## config.mk

```make
export PLATFORM = sky130hd
export DESIGN_NAME = fifo_sync_ext
export DESIGN_NICKNAME = d
export VERILOG_FILES = /design/src/rtl/fifo_sync_ext.sv
export SDC_FILE = /design/constraint.sdc
export NUM_CORES = 1
export LEC_CHECK = 0
export BUFFER_PORTS_ARGS = -buffer_cell sky130_fd_sc_hd__clkbuf_2
export CAP_MARGIN = 20
export CELL_PAD_IN_SITES_DETAIL_PLACEMENT = 1
export CELL_PAD_IN_SITES_GLOBAL_PLACEMENT = 2
export CORE_ASPECT_RATIO = 0.8
export CORE_MARGIN = 5
export CORE_UTILIZATION = 30
export CTS_CLUSTER_DIAMETER = 40
export DETAILED_ROUTE_END_ITERATION = 8
export HOLD_SLACK_MARGIN = 0.03
export PLACE_DENSITY_LB_ADDON = 0.1
export RECOVER_POWER = 50
export SLEW_MARGIN = 20
export SYNTH_ARGS = -nofsm -noshare
export SYNTH_HDL_FRONTEND = slang
export SYNTH_SLANG_ARGS = --single-unit
```

## constraint.sdc

```tcl
create_clock -name clk -period 2 [get_ports clk]
set_clock_uncertainty 0.2 [all_clocks]
set_input_delay 0 -clock clk [delete_from_list [all_inputs] [get_ports clk]]
set_output_delay 0 -clock clk [all_outputs]
set_load 0.005 [all_outputs]
```

## src/rtl/fifo_sync_ext.sv

```systemverilog
// Single-clock FIFO with arbitrary depth, occupancy count, almost flags and error pulses.
// Define FIFO_FWFT_EN for first-word-fall-through output; default is registered read.
module fifo_sync_ext #(
  parameter  int DATA_WIDTH   = 8,
  parameter  int FIFO_DEPTH   = 4,
  parameter  int AFULL_LEVEL  = FIFO_DEPTH - 1,
  parameter  int AEMPTY_LEVEL = 1,
  localparam int CNT_W        = $clog2(FIFO_DEPTH + 1)
) (
  input  logic                  clk,
  input  logic                  reset,
  input  logic                  wr_en,
  input  logic [DATA_WIDTH-1:0] wr_data,
  output logic                  wr_ready,
  input  logic                  rd_en,
  output logic [DATA_WIDTH-1:0] rd_data,
  output logic                  rd_val,
  output logic [CNT_W-1:0]      count,
  output logic                  almost_full,
  output logic                  almost_empty,
  output logic                  overflow,
  output logic                  underflow
);

  localparam int PTR_W = $clog2(FIFO_DEPTH);

  logic [DATA_WIDTH-1:0] mem [FIFO_DEPTH];
  logic [PTR_W-1:0]      wp, rp;
  logic [CNT_W-1:0]      cnt;
  logic                  wr_acc, rd_acc;

  // Explicit wrap so non-power-of-two depths never alias past the last entry.
  function automatic logic [PTR_W-1:0] ptr_inc(input logic [PTR_W-1:0] p);
    return (p == PTR_W'(FIFO_DEPTH - 1)) ? '0 : p + 1'b1;
  endfunction

  assign wr_ready     = (cnt != CNT_W'(FIFO_DEPTH));
  assign wr_acc       = wr_en && wr_ready;
  assign rd_acc       = rd_en && (cnt != '0);
  assign count        = cnt;
  assign almost_full  = (int'(cnt) >= AFULL_LEVEL);
  assign almost_empty = (int'(cnt) <= AEMPTY_LEVEL);

  always_ff @(posedge clk or negedge reset) begin
    if (!reset) begin
      wp        <= '0;
      rp        <= '0;
      cnt       <= '0;
      overflow  <= 1'b0;
      underflow <= 1'b0;
    end else begin
      if (wr_acc) wp <= ptr_inc(wp);
      if (rd_acc) rp <= ptr_inc(rp);
      case ({wr_acc, rd_acc})
        2'b10:   cnt <= cnt + 1'b1;
        2'b01:   cnt <= cnt - 1'b1;
        default: ;
      endcase
      overflow  <= wr_en && !wr_ready;
      underflow <= rd_en && (cnt == '0);
    end
  end

  // Storage is deliberately left unreset.
  always_ff @(posedge clk) begin
    if (wr_acc) mem[wp] <= wr_data;
  end

`ifdef FIFO_FWFT_EN
  assign rd_val  = (cnt != '0);
  assign rd_data = mem[rp];
`else
  always_ff @(posedge clk or negedge reset) begin
    if (!reset) begin
      rd_val  <= 1'b0;
      rd_data <= '0;
    end else begin
      rd_val <= rd_acc;
      if (rd_acc) rd_data <= mem[rp];
    end
  end
`endif

endmodule

```

Word-level counts from Yosys, hierarchy flattened
Memories as Yosys holds them, arrays and structs flattened. A register that Yosys moved wholly into a read port is not among the register bits.
Cells that the tools add are included.
- register bits: 10
- bits of input ports: 12
- memories: 1
- RAM bits: 32
- memory list (name ; depth ; width ; rd ports ; clocked after Yosys merged registers in ; write ports ; RTL line ; RTL):
    mem ; 4 ; 8 ; 1 ; 1 ; 1 ; 27 ; logic [DATA_WIDTH-1:0] mem [FIFO_DEPTH];
- multiplexer cells: 5
- $add $sub $neg: 4
- reduce and logical (&&, ||, !) cells: 9
- magnitude comparators: 2
- equal/unequal tests: 5
- operators by type and width (kind ; number):
    $eq A2 B2 Y1 const B ; 3
    $pmux W3 S2 ; 1
    $add A2 B1 Y2 const B ; 2
    $logic_and A1 B1 Y1 ; 4
    $mux W2 ; 2
    $add A3 B1 Y3 const B ; 1
    $ge A3 B2 Y1 const B ; 1
    $le A3 B1 Y1 const B ; 1
    $logic_not A3 Y1 ; 1
    $ne A3 B3 Y1 const B ; 1
    $reduce_bool A3 Y1 ; 1
    $sub A3 B1 Y3 const B ; 1
    $eq A2 B1 Y1 const B ; 1
    $logic_not A1 Y1 ; 2
    $mux W1 ; 2
    $reduce_bool A2 Y1 ; 1

Logic depth before layout (Yosys ltp)
Gate-level depths: netlist (run 1).
- depth after elaboration: 4
- mapped depth: 10
- mapped depth without buffers: 9

Least setup slack after synthesis (run 1)
Ideal clock, no wire load.
- path kind: register -> register
- from: register cnt[0], in the netlist count[0]
- to: register cnt[2], in the netlist count[2]
- buffers on the path: 1
- arrival time: 1751 ps
- data required time: 1673 ps
- period minus slack after synthesis: 2078 ps
- stages on the path, launching flop included: 10
- setup slack: -78 ps
- library setup time: 127 ps
- path through: dfrtp_1 -> inv_1 -> ha_1 -> nor2b_1 -> nand2b_1 -> buf_2 -> inv_1 -> ha_1 -> a21oi_1 -> o22ai_1
- word-level cells in the longest chain between the ends: 4
- RTL lines (what ; RTL line ; RTL):
    start, declared ; 29 ; logic [CNT_W-1:0] cnt;
    start signal, assigned ; 55 ; 2'b10: cnt <= cnt + 1'b1;
    start signal, assigned ; 56 ; 2'b01: cnt <= cnt - 1'b1;
    $reduce_bool A3 Y1 * ; 39 ; assign rd_acc = rd_en && (cnt != '0);
    $logic_and A1 B1 Y1 * ; 39 ;
    net rd_acc ; 30 ; logic wr_acc, rd_acc;
    $eq A2 B1 Y1 or $eq A2 B2 Y1 (tied branches) ; 54 ; case ({wr_acc, rd_acc})
    $pmux W3 S2 or $reduce_bool A2 Y1 (tied branches) ; -- ;
The timed path passes the listed nets; every way through them passes the cells marked *.
A chain may end at the register's enable or synchronous reset.

Worst setup path after layout (run 1)
- from: register cnt[1], in the netlist count[1]
- to: register rd_data[1] (read register of mem)
- word-level cells in the longest chain between the ends: 2
- RTL lines (what ; RTL line ; RTL):
    $reduce_bool A3 Y1 ; 39 ;
    $logic_and A1 B1 Y1 ; 39 ;
    end, declared ; 16 ; output logic [DATA_WIDTH-1:0] rd_data,
No other way between the ends.

==> impl_results.md, run 1 <==
* Crit-path slowest cell: dfrtp_1
* Mapped cell area at 2040 um^2
* Synth Net Count at 141
* Die width at 102 um
* Yosys reg bits at 50
* Final Max Tran Viols at 0
* Die H at ~84 um
* Iteration-0 DRC Markers at 25
* CP peak stage delay at approximately 0.40 ns
* WHS Path Cells at 3
* CP cell instances: inv_2 -> ha_2 -> nor2b_2 -> nand2b_1 -> buf_4 -> mux2_2
* Syn avg cell area at 17.3 um^2
* Ys flop type: edfxtp_1
* Area Overhead vs Synth at 27.8%
* Element type at the critical path start: flop
* Setup repair bufs after CTS at 0
* Status: completed
* Worst hold endpoint: underflow$_DFF_PN0_
* CTS Root Cell: clkbuf_8
* Final hold violations at 0
* H-tree depth at 2
* Post-synth cell types at 21
* TritonCTS Sinks at 50
* Largest net degree at the start of global routing at 19
* Most frequent cells in the layout: 32 x edfxtp_1, 18 x dfrtp_1, 17 x clkbuf_1
* Reg2reg setup slack at around 0.14 ns
* Worst hold path type: in2reg
* Max IR drop VDD at 0.393 mV
* Syn Inst Count at between 100 and 150
* GRT Total Usage at just over 10%
* Core Footprint at 6510 um^2
* Crit path max-delay family: flip-flops
* Required @ worst endpoint at roughly 2.0 ns
* Layout cells sized above 1 at approximately 30%
* Worst setup margin at about 0.14 ns
* Final ANT Viol Nets at 0
* Commonest non-fill, non-tap cell in the layout: edfxtp_1
* Asr flop ratio synth at a little over a third
* Max-cap violations at 0
* Avg WL per Cell at 16.1 um
* Crit path time final at about 1.9 ns
* Inserted Diodes at 0
* Die area at around 8600 um^2
* Reg2reg path depth at 6
* First-pass GRT wire length at about 6.7 mm
* Via count at roughly 1,100
* Hold_sp: rd_en
* YS warnings at 0
* RSZ-0062 raised after global routing: false
* Num CTS Buffers at 5
* Placer Congestion at 0.782
* Fmax at 538 MHz
* Placement Setup Slack at 0.0277 ns
* Period utilisation layout at 93.0%
* Setup TNS at 0 ns
* Worst slew margin at around two fifths
* Grt ovf at 0
* I/O pin cnt at 29
* Crit-path max FO at 10
* Clock buffer depth at 2
* Worst Setup End Kind: flop
* Worst-path clk slew at roughly 0.09 ns
* CP Class: reg2reg
* Worst EP arrival at approximately 1.8 ns
* Post-synth EDFFs at 32
* PD cells at 1400 nW/um^2
* IO Port Bufs at 28
* Vias in the first global route at approximately 1,300
* Latest clock arrival within the worst-skew pair at 0.29 ns
* Layout Nets at ~190
* Pre-antenna DRT Iters at 4
* Worst-Margin Slew at between 0.8 and 0.9 ns
* Initial core utilization at between 30% and 40%
* Post-synthesis sequential area ratio at 69.0%
* DR vias/cell at about 4.4
* Final hold slack at slightly above 0.3 ns
* Drt drc at 0
* R2r startpoint: count[1]$_DFFE_PN0P_
* Initial antenna violation count at 0
* CTS tree: yes
* R2R Path End: rd_data[1]$_DFFE_PN0P_
* Crit path buffers/inverters at 2
* Leakage at 1.02 nW
* DP Wirelength at roughly 3.0 mm
* Final WL at 4.11 mm
* Rows at 26
* Final setup violation count at 0
[Yosys cell counts, types with 4 or more instances]
cell / number / area [um^2]
inv_1: 8 / 30.0
edfxtp_1: 32 / 961
mux4_2: 8 / 180
mux2_2: 10 / 113
dfrtp_1: 18 / 450
ha_1: 11 / 138
nor2_1: 5 / 18.8
o21ai_0: 4 / 20.0
and3_1: 5 / 31.3
[tightest hold or removal path, cell delays in order]
cell	delay [ns]
dlygate4sd3_1	0.53
clkbuf_2	0.11
and2_1	0.12
[power breakdown]
group / internal, mW / total [mW] / switching, mW
logic: 0.740 / 1.37 / 0.633
clock network: 0.375 / 0.705 / 0.330
registers: 1.41 / 1.59 / 0.174
[kinds of logic (layout without fill, tap and decap cells)]
kind of cell    count (synthesis)  after routing  share of synthesized area, %
flops                          50             50                          69.0
buf+inv                        11             65                          2.45
mux                            18             18                          14.3
simple gates                   18             18                          4.53
fa+ha+maj                      11             11                          6.73
compound gates                  8              8                          2.08
xor+xnor                        2              2                         0.857
[per-layer routing]
| layer | wire, um | global-route usage [%] |
|---|---|---|
| met1 | 1950 | 14.6 |
| met2 | 1990 | 16.0 |
| met3 | 172 | 2.84 |
| met4 | 0 | 2.15 |
| met5 | 0 | 0 |
[registers in the layout, indices dropped and copies added (netlist names)]
register	count
wp	2
mem	32
count	3
rp	2
underflow	1
rd_val	1
overflow	1
rd_data	8
[worst max path at each step]
| stage | startpoint | endpoint | slack (ns) | depth (start not counted) |
|---|---|---|---|---|
| floorplan | count[0]$_DFFE_PN0P_ | count[2]$_DFFE_PN0P_ | 0.01 | 9 |
| global placement | count[1]$_DFFE_PN0P_ | count[1]$_DFFE_PN0P_ | 0.11 | 7 |
| detailed placement | count[1]$_DFFE_PN0P_ | count[2]$_DFFE_PN0P_ | 0.03 | 8 |
| CTS | count[1]$_DFFE_PN0P_ | count[2]$_DFFE_PN0P_ | 0.01 | 8 |
| global route | count[1]$_DFFE_PN0P_ | count[2]$_DFFE_PN0P_ | 0.004 | 9 |
| finish | count[1]$_DFFE_PN0P_ | rd_data[1]$_DFFE_PN0P_ | 0.14 | 6 |
[final cells by class]
type	count	area [um^2]
clock buffers	5	68.8
clock inverters	3	43.8
fillers	675	3890
inverters	8	30.0
multi-input cells	57	604
flip-flops and latches	50	1410
well taps	84	105
repair buffers	49	349
[timing repair]
action,CTS,global route
hold endpoints to repair,55,0
endpoints found under the setup margin,0,5
gates resized for setup,0,6
hold buffers,12,0
[per-stage QoR]
step	util [%]	power, mW	cell area (um^2)	cells
after floorplan	-	2.40	2050	118
after global placement	36.9	2.98	2400	236
after detailed placement	36.9	3.04	2400	236
after CTS	40.5	3.78	2630	256
after global routing	40.2	3.96	2610	256
final	40.2	3.67	2610	256
(Power assumes the default switching activity.)
==> run 2, diff against run 1 <==
==> constraint.sdc (replaced) <==
create_clock -name clk -period 2 [get_ports clk]
set_clock_uncertainty 0.2 [all_clocks]
set_input_delay 0.1 -clock clk [delete_from_list [all_inputs] [get_ports clk]]
set_output_delay 0.1 -clock clk [all_outputs]
set_load 0.005 [all_outputs]
==> impl_results.md, run 2 (synthesized netlist as in run 1, its figures left out) <==
* Clock buffer depth at 2 (unchanged)
* Final Max Tran Viols at 0 (unchanged)
* Largest Register: mem (unchanged)
* Die width at 102 um (unchanged)
* Multi-input logic area at 607 um^2 (was 604 um^2)
* Grt ovf at 0 (unchanged)
* Crit path time final at 1.86 ns (about the same)
* Largest net degree at the start of global routing at 19 (unchanged)
* Sequential cell area at 1410 um^2 (unchanged)
* Initial core utilization at 31.4% (unchanged)
* DP Wirelength at 2.97 mm (unchanged)
* Crit-path max FO at 10 (unchanged)
* Worst setup margin at 0.139 ns (was 0.140 ns)
* DR vias/cell at 4.45 (was 4.42)
* Worst Setup End Kind: flop (unchanged)
* Layout cells sized above 1 at 35.1% (was 30.2%)
* Rows at 26 (unchanged)
* CTS Root Cell: clkbuf_8 (unchanged)
* Leakage at 1.04 nW (was 1.02 nW)
* Layout Nets at 193 (was 194)
* Max reg flops at 32 (unchanged)
* Pre-antenna DRT Iters at 4 (unchanged)
* Worst-Margin Slew at 1.06 ns (was 0.893 ns)
* Worst slew margin at 29.2% (was 40.2%)
* Avg WL per Cell at 16.1 um (about the same)
* Max-cap violations at 0 (unchanged)
* Die H at 83.8 um (unchanged)
* Num CTS Buffers at 5 (unchanged)
* I/O pin cnt at 29 (unchanged)
* GRT Total Usage at 10.4% (about the same)
* Worst-path clk slew at 0.09 ns (about the same)
* Worst EP arrival at 1.85 ns (was 1.84 ns)
* Setup TNS at 0 ns (unchanged)
* Commonest non-fill, non-tap cell in the layout: edfxtp_1 (unchanged)
* Core Footprint at 6510 um^2 (unchanged)
* Worst hold path type: in2async (was in2reg)
* Final setup violation count at 0 (unchanged)
* Fmax at 537 MHz (was 538 MHz)
* Area Overhead vs Synth at 28.8% (was 27.8%)
* Final hold violations at 0 (unchanged)
* Placed Cells at 236 (unchanged)
* Placement Setup Slack at 0.0277 ns (unchanged)
* CP Class: reg2reg (unchanged)
* Latest clock arrival within the worst-skew pair at 0.29 ns (about the same)
* Most frequent cells in the layout: 32 x edfxtp_1, 18 x dfrtp_1, 18 x clkbuf_2 (was 32 x edfxtp_1, 18 x dfrtp_1, 17 x clkbuf_1)
* Total Power at 3.73 mW (was 3.67 mW)
* Setup repair bufs after CTS at 0 (unchanged)
* Inserted Diodes at 0 (unchanged)
* Iteration-0 DRC Markers at 26 (was 25)
* First-pass GRT wire length at 6.67 mm (was 6.68 mm)
* Final WL at 4.11 mm (about the same)
* Final ANT Viol Nets at 0 (unchanged)
* Reg2reg setup slack at 0.14 ns (about the same)
* Vias in the first global route at 1,254 (was 1,260)
* Non-filler instance count after layout at 255 (was 256)
* Fill count at 674 (was 675)
* Placer Congestion at 0.782 (unchanged)
* Die area at 8580 um^2 (unchanged)
* TritonCTS Sinks at 50 (unchanged)
* Max IR drop VDD at 0.398 mV (was 0.393 mV)
* PD cells at 1420 nW/um^2 (was 1400 nW/um^2)
* Drt drc at 0 (unchanged)
* Via count at 1,134 (was 1,131)
* IO Port Bufs at 28 (unchanged)
* CTS tree: yes (unchanged)
* Required @ worst endpoint at 1.98 ns (about the same)
* H-tree depth at 2 (unchanged)
* Initial antenna violation count at 0 (unchanged)
* RSZ-0062 raised after global routing: false (unchanged)
* Status: completed (unchanged)
* Period utilisation layout at 93.1% (was 93.0%)
* Element type at the critical path start: flop (unchanged)
==> run 2: critical path, cell delays in order, from the launching register on <==
cell	delay, ns
dfrtp_1	0.40
inv_2	0.09
ha_2	0.19
nor2b_2	0.15
nand2b_1	0.14
buf_4	0.21
mux2_2	0.36
==> run 2: final timing paths <==
path                                        start                     end  cells past startpoint
setup / recovery             count[1]$_DFFE_PN0P_  rd_data[1]$_DFFE_PN0P_                      6
hold reg to reg            rd_data[5]$_DFFE_PN0P_  rd_data[5]$_DFFE_PN0P_                      1
min in group clk           rd_data[5]$_DFFE_PN0P_  rd_data[5]$_DFFE_PN0P_                      1
hold / removal                              reset  rd_data[1]$_DFFE_PN0P_                      2
max in group asynchronous                   reset  rd_data[7]$_DFFE_PN0P_                      2
setup reg to reg             count[1]$_DFFE_PN0P_  rd_data[1]$_DFFE_PN0P_                      6
==> run 2: per-stage QoR <==
step	instance area, um^2	hold WS [ns]	utilization [%]
floorplan	2050	-0.396	-
global placement	2400	-0.110	36.9
detailed placement	2400	-0.0916	36.9
CTS	2620	0.112	40.3
global route	2630	0.346	40.5
finish	2630	0.305	40.5
==> run 2: routing by layer <==
| metal | GRT usage, % | routed length (um) |
|---|---|---|
| met3 | 2.84 | 154 |
| met4 | 2.15 | 0 |
| met5 | 0 | 0 |
| met1 | 14.6 | 1970 |
| met2 | 16.0 | 1990 |
==> run 2: power by group <==
group | internal [mW] | switching [mW] | leakage (nW)
Combinational | 0.795 | 0.637 | 0.475
Sequential | 1.41 | 0.177 | 0.511
Clock | 0.375 | 0.332 | 0.0585
Total | 2.58 | 1.15 | 1.04
==> run 2: final cells by class <==
class                           instances  share of cell area, %
Sequential cell                        50                   53.6
Multi-Input combinational cell         57                   23.0
Timing Repair Buffer                   48                   14.0
Tap cell                               84                   3.99
Clock buffer                            5                   2.61
Clock inverter                          3                   1.66
Inverter                                8                   1.14
==> run 2: repair_timing <==
action                                  in CTS  in global routing
hold buffers                                11                  0
hold endpoints to repair                    55                  0
gates resized for setup                      0                  7
endpoints found under the setup margin       0                  6
